**src/rtl/pipe_issue_ctrl_pkg.sv**
```systemverilog
// Shared definitions for the IF-ID-EX-WB issue controller of the 8-bit, 8-register core.
package pipe_issue_ctrl_pkg;
  typedef enum logic [1:0] {
    RUN     = 2'd0,
    MC_BUSY = 2'd1,
    MC_LAST = 2'd2
  } state_e;

  localparam int REG_W  = 3;
  localparam int DATA_W = 8;
endpackage

```
**src/rtl/pipe_issue_ctrl_stall_counter.sv**
```systemverilog
// Saturating event counter; advances once per enabled cycle and sticks at all-ones.
module pipe_issue_ctrl_stall_counter #(
  parameter int CNT_W = 16
) (
  input  logic             Clk,
  input  logic             Reset,
  input  logic             en,
  output logic [CNT_W-1:0] cnt
);
  logic [CNT_W-1:0] cnt_q, cnt_d;

  always_comb begin
    cnt_d = cnt_q;
    if (en && !(&cnt_q)) cnt_d = cnt_q + 1'b1;
  end

  always_ff @(posedge Clk or negedge Reset) begin
    if (!Reset) cnt_q <= '0;
    else        cnt_q <= cnt_d;
  end

  assign cnt = cnt_q;
endmodule

```
**src/rtl/pipe_issue_ctrl.sv**
```systemverilog
// Issue sequencing for the ID/EX and EX/WB registers: multi-cycle EX stall FSM,
// flush/hold overrides, WB->EX operand forwarding and a stall-cycle counter.
module pipe_issue_ctrl
  import pipe_issue_ctrl_pkg::*;
#(
  parameter int MC_LAT = 4,
  parameter int CNT_W  = 16
) (
  input  logic             Clk,
  input  logic             Reset,
  input  logic             Hold,
  input  logic             Flush,
  input  logic             Ex_Multi,
  input  logic [REG_W-1:0] Ex_Rs1,
  input  logic [REG_W-1:0] Ex_Rs2,
  input  logic             Wb_RegWrite,
  input  logic [REG_W-1:0] Wb_Rd,
  output logic             Stall,
  output logic             ID_EX_En,
  output logic             ID_EX_Bubble,
  output logic             EX_WB_En,
  output logic             EX_WB_Bubble,
  output logic             Mc_Start,
  output logic             Mc_Result_Sel,
  output logic             Fwd_Sel1,
  output logic             Fwd_Sel2,
  output logic [CNT_W-1:0] Stall_Cnt
);
  // Start cycle and MC_LAST each take one EX cycle; MC_BUSY covers the rest.
  localparam logic [3:0] MC_INIT = 4'(MC_LAT - 2);

  state_e     state_q, state_d;
  logic [3:0] cnt_q, cnt_d;
  logic       wb_live_q, wb_live_d;
  logic       fwd_ok;

  always_ff @(posedge Clk or negedge Reset) begin
    if (!Reset) begin
      state_q   <= RUN;
      cnt_q     <= '0;
      wb_live_q <= 1'b0;
    end else begin
      state_q   <= state_d;
      cnt_q     <= cnt_d;
      wb_live_q <= wb_live_d;
    end
  end

  always_comb begin
    state_d = state_q;
    cnt_d   = cnt_q;
    if (Flush) begin
      state_d = RUN;
      cnt_d   = '0;
    end else if (!Hold) begin
      case (state_q)
        RUN: if (Ex_Multi) begin
          if (MC_LAT > 2) begin
            state_d = MC_BUSY;
            cnt_d   = MC_INIT;
          end else begin
            state_d = MC_LAST;
          end
        end
        MC_BUSY: begin
          cnt_d = cnt_q - 4'd1;
          if (cnt_q == 4'd1) state_d = MC_LAST;
        end
        MC_LAST: state_d = RUN;
        default: begin
          state_d = RUN;
          cnt_d   = '0;
        end
      endcase
    end
  end

  always_comb begin
    Stall         = 1'b0;
    ID_EX_En      = 1'b1;
    ID_EX_Bubble  = 1'b0;
    EX_WB_En      = 1'b1;
    EX_WB_Bubble  = 1'b0;
    Mc_Start      = 1'b0;
    Mc_Result_Sel = 1'b0;
    fwd_ok        = 1'b0;
    case (state_q)
      RUN: begin
        fwd_ok = 1'b1;
        if (Ex_Multi) begin
          Mc_Start     = 1'b1;
          Stall        = 1'b1;
          ID_EX_En     = 1'b0;
          EX_WB_Bubble = 1'b1;
        end
      end
      MC_BUSY: begin
        Stall        = 1'b1;
        ID_EX_En     = 1'b0;
        EX_WB_Bubble = 1'b1;
      end
      MC_LAST: begin
        Mc_Result_Sel = 1'b1;
        fwd_ok        = wb_live_q;
      end
      default: ;
    endcase
    // A flushed multi-cycle op, at any point of its EX residency, never writes back.
    if (Flush) begin
      Stall         = 1'b0;
      ID_EX_En      = 1'b1;
      ID_EX_Bubble  = 1'b1;
      EX_WB_En      = 1'b1;
      EX_WB_Bubble  = EX_WB_Bubble || (state_q == MC_LAST);
      Mc_Start      = 1'b0;
      Mc_Result_Sel = 1'b0;
    end else if (Hold) begin
      Stall         = 1'b1;
      ID_EX_En      = 1'b0;
      EX_WB_En      = 1'b0;
      Mc_Start      = 1'b0;
      Mc_Result_Sel = 1'b0;
    end
  end

  // Tracks whether EX/WB currently holds a real instruction or a bubble.
  always_comb begin
    wb_live_d = wb_live_q;
    if (EX_WB_En) wb_live_d = !EX_WB_Bubble;
  end

  assign Fwd_Sel1 = Wb_RegWrite && (Wb_Rd == Ex_Rs1) && fwd_ok;
  assign Fwd_Sel2 = Wb_RegWrite && (Wb_Rd == Ex_Rs2) && fwd_ok;

  pipe_issue_ctrl_stall_counter #(.CNT_W(CNT_W)) u_stall_cnt (
    .Clk   (Clk),
    .Reset (Reset),
    .en    (Stall),
    .cnt   (Stall_Cnt)
  );
endmodule

```
**config.mk**
```make
export PLATFORM = sky130hd
export DESIGN_NAME = pipe_issue_ctrl
export DESIGN_NICKNAME = d
export VERILOG_FILES = /design/src/rtl/pipe_issue_ctrl_pkg.sv /design/src/rtl/pipe_issue_ctrl_stall_counter.sv /design/src/rtl/pipe_issue_ctrl.sv
export SDC_FILE = /design/constraint.sdc
export NUM_CORES = 1
export LEC_CHECK = 0
export ABC_AREA = 1
export BUFFER_PORTS_ARGS = -buffer_cell sky130_fd_sc_hd__buf_2
export CORE_ASPECT_RATIO = 0.6
export CORE_MARGIN = 1.5
export CORE_UTILIZATION = 52
export DETAILED_ROUTE_END_ITERATION = 12
export MAX_ROUTING_LAYER = met4
export PLACE_DENSITY = 0.79
export SKIP_CTS_REPAIR_TIMING = 1
export SYNTH_ARGS = -nofsm -noshare
export SYNTH_HDL_FRONTEND = slang
export SYNTH_SLANG_ARGS = --single-unit
```
**constraint.sdc**
```tcl
create_clock -name Clk -period 1.61 [get_ports Clk]
set_input_delay 0.322 -clock Clk [delete_from_list [all_inputs] [get_ports Clk]]
set_output_delay 0.322 -clock Clk [all_outputs]
set_load 0.03 [all_outputs]
```
# Word-level counts from Yosys, hierarchy flattened
# Cells that the tools add are included.
[totals]
output_inout_bits = 25
mem_bits_rw = 0
rom_bits = 0
n_memories = 0
wordCells = 55
input_bits = 15
reg_bits = 23
latchBits = 0
[classes]
n_bitwise = 0
div = 0
add_sub_neg = 2
mux = 28
multipliers = 0
magnitude_cmp = 0
n_reduce_logical = 12
n_eq_ne = 9
shift = 0
[op_table]
columns = ["cell", "n"]
rows = [
  ["adder 16 x 1 -> 16 bit (second input constant)", 1],
  ["two-way mux 1 bit", 16],
  ["AND reduction 16 bit", 1],
  ["two-way mux 4 bit", 3],
  ["case mux 4 bit (3 select lines)", 1],
  ["two-way mux 2 bit", 4],
  ["equality test 3 bit", 2],
  ["!= test 3 bit (second input constant)", 2],
  ["case mux 1 bit (2 select lines)", 3],
  ["AND reduction 3 bit", 2],
  ["logical AND 1 bit", 5],
  ["equality test 4 x 1 -> 1 bit (second input constant)", 1],
  ["case mux 2 bit (2 select lines)", 1],
  ["subtractor 4 x 1 -> 4 bit (second input constant)", 1],
  ["equality test 2 x 1 -> 1 bit (second input constant)", 1],
  ["equality test 2 bit (second input constant)", 1],
  ["zero test 1 bit", 2],
  ["zero test 2 bit", 1],
  ["!= test 2 x 1 -> 1 bit (second input constant)", 1],
  ["!= test 2 bit (second input constant)", 1],
  ["logical OR 1 bit", 1],
]

# Longest topological paths before layout
# Gate-level depths: netlist of run 1.
[logic_depth]
ltp_word = 5
depth_mapped = 10
ltp_nobuf = 9

# By module
# A second synthesis of run 1 with hierarchy kept.
[hier_totals]
cells_unflattened = 236
area_unflattened_um2 = 1590.3
[by_module_without_submodules]
columns = ["module", "n_inst", "cells_per_inst", "seq_area_each_um2", "area_each_um2"]
rows = [
  ["pipe_issue_ctrl_stall_counter", 1, 158, 400.4, 1052.3],
  ["pipe_issue_ctrl", 1, 78, 175.2, 538.0],
]

# Worst setup path before layout of run 1
# OpenSTA, ideal clock, no wires.
[synth_path]
path_type = "register to output"
from = "register state_q[0]"
to = "output port Fwd_Sel1"
t_required_ns = 1.288
arrival_time_ns = 1.499
stages_incl_launch_ff = 4
slack_ns = -0.211
cell_sequence = "dfrtp_1 > inv_1 > o211ai_1 > nor4_1"
[synth_between]
elab_chain_cells = 3
[synth_rtl]
columns = ["item", "line_no", "source"]
rows = [
  ["from (decl)", "pipe_issue_ctrl.sv:32", "state_e state_q, state_d;"],
  ["from (signal assigned)", "pipe_issue_ctrl.sv:43", "state_q <= state_d;"],
  ["equality test 2 bit / zero test 2 bit (equally long branches)", "pipe_issue_ctrl.sv:87", "case (state_q)"],
  ["case mux 1 bit (2 select lines) *", "pipe_issue_ctrl.sv:87", ""],
  ["logical AND 1 bit *", "pipe_issue_ctrl.sv:132", "assign Fwd_Sel1 = Wb_RegWrite && (Wb_Rd == Ex_Rs1) && fwd_ok;"],
  ["to (decl)", "pipe_issue_ctrl.sv:25", "output logic Fwd_Sel1,"],
]
# Mark *: on every way between the ends. The rest lies on a longest branch, timed or not.

# Worst setup path in the final report of run 1
# Same ends and word-level chain as after synthesis.

==> results.ini, run 1 <==
[sta]
hold_viol_final = 0
finalSetupTns_ps = -273
tightestPinTransition_ps = 534
fmax_ghz = 0.583
max_slew_margin_pct = 64.4
setup_slack_ps = -106
setup_viol = 5
fin_skew_ps = 3.27
slew_viol_final = 0
grt_setup_unrepaired = yes
fin_crit_sh_pct = 107
fin_crit_ps = 1720

[clock_network]
cts.sink_count = 23
h-tree-depth = 1
clkLatencyLatePin_ps = 270
cts_buffers = 3
cts_buffer_depth = 2
cts_root_buffer = clkbuf_8
clk_pin_slew_worst_paths_ps = 90
cts_tree = yes

[yosys]
synth.largest_area_cell = dfrtp_1
synth_area_leaders = dfrtp_1, nand2_1, xor2_1
seq_area_frac_synth_pct = 38.0
syn-num-nets = 238
ys_types = 20
yosysWarnings = 0
synthCells = 220
synthDominantCellAreaShare_pct = 38.0
syn_area_um2 = 1510
synth_seq_cells = 23
synth.avg_cell_area_um2 = 6.88

[power_and_ir_drop]
p_leak_uw = 0.00101
peakVddDrop_v = 0.000956
power.total_uw = 1920
p_per_area_nw_per_um2 = 981

[status]
violations = setup timing
status = complete, but fails checks

[global_route]
grt-ovfl-total = 0
grt_max_degree = 24
grt_pass1_vias = 1340
grt_pass1_wl_um = 6200
antenna_found_initial = 0
grt_use_total_pct = 25.9

[detailed_routing]
dr.pass1.iters = 5
drc = 0
viasPerCell = 5.25
finalWirelength_um = 4160
wl_per_cell_um = 13.7
num_vias = 1596
drtIter0Drc = 166
detail-route-antenna-nets = 0

[critical_path]
crit_required_ps = 1290
max_stage_delay_ps = 460
worstPathArrival_ps = 1390
endpoint_kind = output port
crit_slowest_cell = dfrtp_2
crit_fanout = 6
start_kind = flop
worstSetupPathType = flop to output port
crit_chain = inv_1 -> o211ai_1 -> nor4_1 -> buf_4

[floorplanning]
ios = 40
start_util_pct = 57.6
core_um2 = 2630
rows = 14
die_h_um = 44.8
die-area_um2 = 3250
die_w_um = 72.7

[finish]
layoutNonFillerInstCount = 304
nets = 291
postLayoutCoreUtil_pct = 74.6
final_cell_mix = nand2_1, buf_2, inv_1, nor2_1, dfrtp_1
syn_to_final_growth_pct = 29.4
multi_input_comb_area_um2 = 881
n_antenna_cell = 0
n_fill_cell = 208
layout_commonest_cell = nand2_1
drive_gt1_share_pct = 30.5
regArea_um2 = 581

[placed_design]
placed_cells = 293
place.gp.congestion = 0.873
portBuffers = 39
place_hpwl_um = 2770

[job]
max-cap-violations = 0

[worst_hold_path]
hold_class = input pin to async pin

## final timing paths
path                                      end               start  depth (start not counted)  slack, ps
max                                  Fwd_Sel1          state_q[0]                          4       -110
min                        u_stall_cnt.cnt[2]               Reset                          1         20
max reg2reg                u_stall_cnt.cnt[2]  u_stall_cnt.cnt[1]                          9        -30
min reg2reg                         wb_live_q           wb_live_q                          2        540
max in group asynchronous  u_stall_cnt.cnt[4]               Reset                          1       1210
min in group Clk                   state_q[0]            Ex_Multi                          3        400
## area by class of cell
class                      count  share of cell area (%)
multi-input combinational    170                    45.0
timing repair buffer          51                    16.0
sequential                    23                    29.6
inverter                      23                    4.60
timing repair inverter         1                   0.383
tap                           32                    2.04
clock buffer                   3                    2.11
clock inverter                 1                   0.255
## stage by stage
step	hold slack (ps)	worst slack, ps	area (µm²)
floorplan	26.4	-211	1520
global placement	328	107	1760
detailed placement	333	42.4	1760
CTS	36.4	-155	1810
global route	63.0	-198	1960
finish	21.6	-106	1960
## cells by family after synthesis
kind of cell	Yosys count	share of synthesized area, %
compound gates	17	5.95
buf+inv	27	8.18
xor+xnor	12	6.94
flops	23	38.0
simple gates	138	38.4
fa+ha+maj	3	2.48
## report_power, final
group / internal, µW / switching (µW) / total [µW]
clock network: 173 / 199 / 373
logic: 268 / 486 / 755
registers: 668 / 126 / 794
## worst max-delay path, delay by kind of cell (launching register included)
kind,cells,cell delay (ps)
and+or+nand+nor,1,230
buffers and inverters,2,320
DFF,1,460
AOI/OAI and AO/OA,1,110
## cell usage after synthesis, drive strengths merged
library cell   n
nand2         88
nor2          28
dfrtp         23
inv           23
o21ai         14
nand3         12
xor2          12
nand4          7
buf            4
ha             3
nor4           2
a21oi          1
a22oi          1
nand3b         1
o211ai         1
## sequential cells by signal (all words and copies together), names as in the netlist
| signal | count |
|---|---|
| u_stall_cnt.cnt | 16 |
| cnt_q | 4 |
| wb_live_q | 1 |
| state_q | 2 |
## metal layers
| metal | global-route usage, % | vias to the layer above | routed length [µm] |
|---|---|---|---|
| li1 | - | 794 | - |
| met1 | 37.7 | 714 | 1990 |
| met2 | 35.8 | 78 | 1700 |
| met3 | 7.37 | 10 | 403 |
| met4 | 5.66 | 0 | 66 |
| met5 | - | - | 0 |
(Power assumes the default switching activity.)
==> inputs of run 2 (changes only) <==
--- a/config.mk
+++ b/config.mk
@@ -9,10 +9,10 @@
 export BUFFER_PORTS_ARGS = -buffer_cell sky130_fd_sc_hd__buf_2
 export CORE_ASPECT_RATIO = 0.6
 export CORE_MARGIN = 1.5
-export CORE_UTILIZATION = 52
+export CORE_UTILIZATION = 55
 export DETAILED_ROUTE_END_ITERATION = 12
 export MAX_ROUTING_LAYER = met4
-export PLACE_DENSITY = 0.79
+export PLACE_DENSITY = 0.83
 export SKIP_CTS_REPAIR_TIMING = 1
 export SYNTH_ARGS = -nofsm -noshare
 export SYNTH_HDL_FRONTEND = slang
==> constraint.sdc (replaced) <==
create_clock -name Clk -period 2 [get_ports Clk]
set_input_delay 0.4 -clock Clk [delete_from_list [all_inputs] [get_ports Clk]]
set_output_delay 0.4 -clock Clk [all_outputs]
set_load 0.03 [all_outputs]
==> results.ini, run 2 (synthesized netlist as in run 1, its figures left out) <==
[status]
status = complete, no violations  ; was complete, but fails checks

[global_route]
grt_use_total_pct = 26.0  ; was 25.9%
grt_pass1_vias = 1285  ; was 1340
grt_max_degree = 24  ; unchanged
grt_pass1_wl_um = 5950  ; was 6200 µm
antenna_found_initial = 0  ; unchanged
grt-ovfl-total = 0  ; unchanged

[sta]
fin_crit_ps = 1860
fin_crit_sh_pct = 93.1
fmax_ghz = 0.537
tightestPinTransition_ps = 522  ; was 534 ps
slew_viol_final = 0  ; unchanged
max_slew_margin_pct = 65.2  ; was 64.4%
grt_setup_unrepaired = no  ; was yes
fin_skew_ps = 5.56  ; was 3.27 ps
setup_viol = 0  ; was 5
hold_viol_final = 0  ; unchanged
finalSetupTns_ps = 0  ; was -273 ps

[clock_network]
cts_tree = yes  ; unchanged
cts_buffers = 3  ; unchanged
clkLatencyLatePin_ps = 270  ; about the same
h-tree-depth = 1  ; unchanged
cts_root_buffer = clkbuf_8  ; unchanged
clk_pin_slew_worst_paths_ps = 90  ; about the same
cts_buffer_depth = 2  ; unchanged
cts.sink_count = 23  ; unchanged

[power_and_ir_drop]
p_leak_uw = 0.000968  ; was 0.00101 µW
peakVddDrop_v = 0.000754  ; was 0.000956 V
p_per_area_nw_per_um2 = 779  ; was 981 nW/µm²

[placed_design]
portBuffers = 39  ; unchanged
place_hpwl_um = 2770  ; about the same
place.gp.congestion = 0.906  ; was 0.873

[detailed_routing]
finalWirelength_um = 3580  ; was 4160 µm
wl_per_cell_um = 12.0  ; was 13.7 µm
viasPerCell = 5.09  ; was 5.25
dr.pass1.iters = 4  ; was 5
detail-route-antenna-nets = 0  ; unchanged
num_vias = 1516  ; was 1596
drtIter0Drc = 107  ; was 166
drc = 0  ; unchanged

[job]
max-cap-violations = 0  ; unchanged

[finish]
n_antenna_cell = 0  ; unchanged
final_cell_mix = nand2_1, buf_2, inv_1, nor2_1, dfrtp_1  ; unchanged
postLayoutCoreUtil_pct = 71.0  ; was 74.6%
multi_input_comb_area_um2 = 820  ; was 881 µm²
n_fill_cell = 218  ; was 208
syn_to_final_growth_pct = 19.9  ; was 29.4%
regArea_um2 = 576  ; was 581 µm²
nets = 285  ; was 291
largest_reg_flops = 16  ; unchanged
layout_commonest_cell = nand2_1  ; unchanged
drive_gt1_share_pct = 21.4  ; was 30.5%

[floorplanning]
die-area_um2 = 3090  ; was 3250 µm²
rows = 14  ; unchanged
core_um2 = 2560  ; was 2630 µm²
ios = 40  ; unchanged
start_util_pct = 59.2  ; was 57.6%
die_h_um = 43.6  ; was 44.8 µm
die_w_um = 70.7  ; was 72.7 µm

[critical_path]
crit_fanout = 4  ; was 6
reg2reg_slack_ps = 180  ; was -30 ps
reg2reg_to = u_stall_cnt.cnt[2]  ; unchanged
worstPathArrival_ps = 1460  ; was 1390 ps
crit_chain = inv_1 -> nor2_1 -> inv_1 -> o21ai_0 -> buf_2  ; was inv_1 -> o211ai_1 -> nor4_1 -> buf_4
crit_path_frequent_cell = inv_1
max_stage_delay_ps = 400  ; was 460 ps
reg2reg_from = u_stall_cnt.cnt[1]  ; unchanged
endpoint_kind = output port  ; unchanged
worstSetupPathType = flop to output port  ; unchanged
crit_slowest_cell = dfrtp_1  ; was dfrtp_2
crit_required_ps = 1600  ; was 1290 ps
ff2ff_path_depth = 9  ; unchanged
start_kind = flop  ; unchanged

[worst_hold_path]
hold_class = input pin to async pin  ; unchanged

## run 2: worst max-delay path by stage
| stage | startpoint | slack, ps | cells past startpoint | endpoint |
|---|---|---|---|---|
| after floorplan | Wb_Rd[0] | 60 | 2 | Fwd_Sel1 |
| after global placement | u_stall_cnt.cnt[1] | -4 | 9 | u_stall_cnt.cnt[2] |
| after detailed placement | u_stall_cnt.cnt[1] | -90 | 9 | u_stall_cnt.cnt[10] |
| after CTS | u_stall_cnt.cnt[1] | -100 | 9 | u_stall_cnt.cnt[10] |
| after global routing | u_stall_cnt.cnt[1] | 9 | 9 | u_stall_cnt.cnt[10] |
| final | state_q[1] | 140 | 5 | EX_WB_Bubble |
## run 2: metrics by stage
stage                     hold slack [ps]  cells  power [µW]  setup WS, ps  area [µm²]
after floorplan                       104    220         960          57.4        1510
after global placement                401    294        1100         -3.85        1760
after detailed placement              405    294        1120         -86.6        1760
after CTS                             110    298        1410         -95.7        1810
after global routing                  134    298        1490          8.50        1820
final                                91.6    298        1410           139        1820
## run 2: power breakdown
part | internal [µW] | leakage (µW) | switching [µW] | total [µW]
logic | 157 | 0.000636 | 340 | 497
registers | 533 | 0.000307 | 83.2 | 616
clock network | 140 | 0.0000255 | 161 | 301
total | 829 | 0.000968 | 584 | 1410
## run 2: area by class of cell
class                   count  share of cell area, %
well taps                  32                   2.21
multi-input cells         170                   45.1
repair buffers             46                   13.6
inverters                  23                   4.76
clock inverters             1                  0.276
flip-flops and latches     23                   31.7
clock buffers               3                   2.27
## run 2: critical path: cells and delay by family, from the launching register on
family,cells,cell delay [ps]
AO/OA/AOI/OAI,1,230
buffers and inverters,3,420
flip-flops,1,400
AND/OR/NAND/NOR,1,150
## run 2: layer usage
metal,global-route usage [%],vias to the layer above,part of all wire (%)
met3,5.81,5,6.8
met2,37.2,45,42
met5,-,-,0
li1,-,787,-
met1,37.7,679,50
met4,6.04,0,0.81
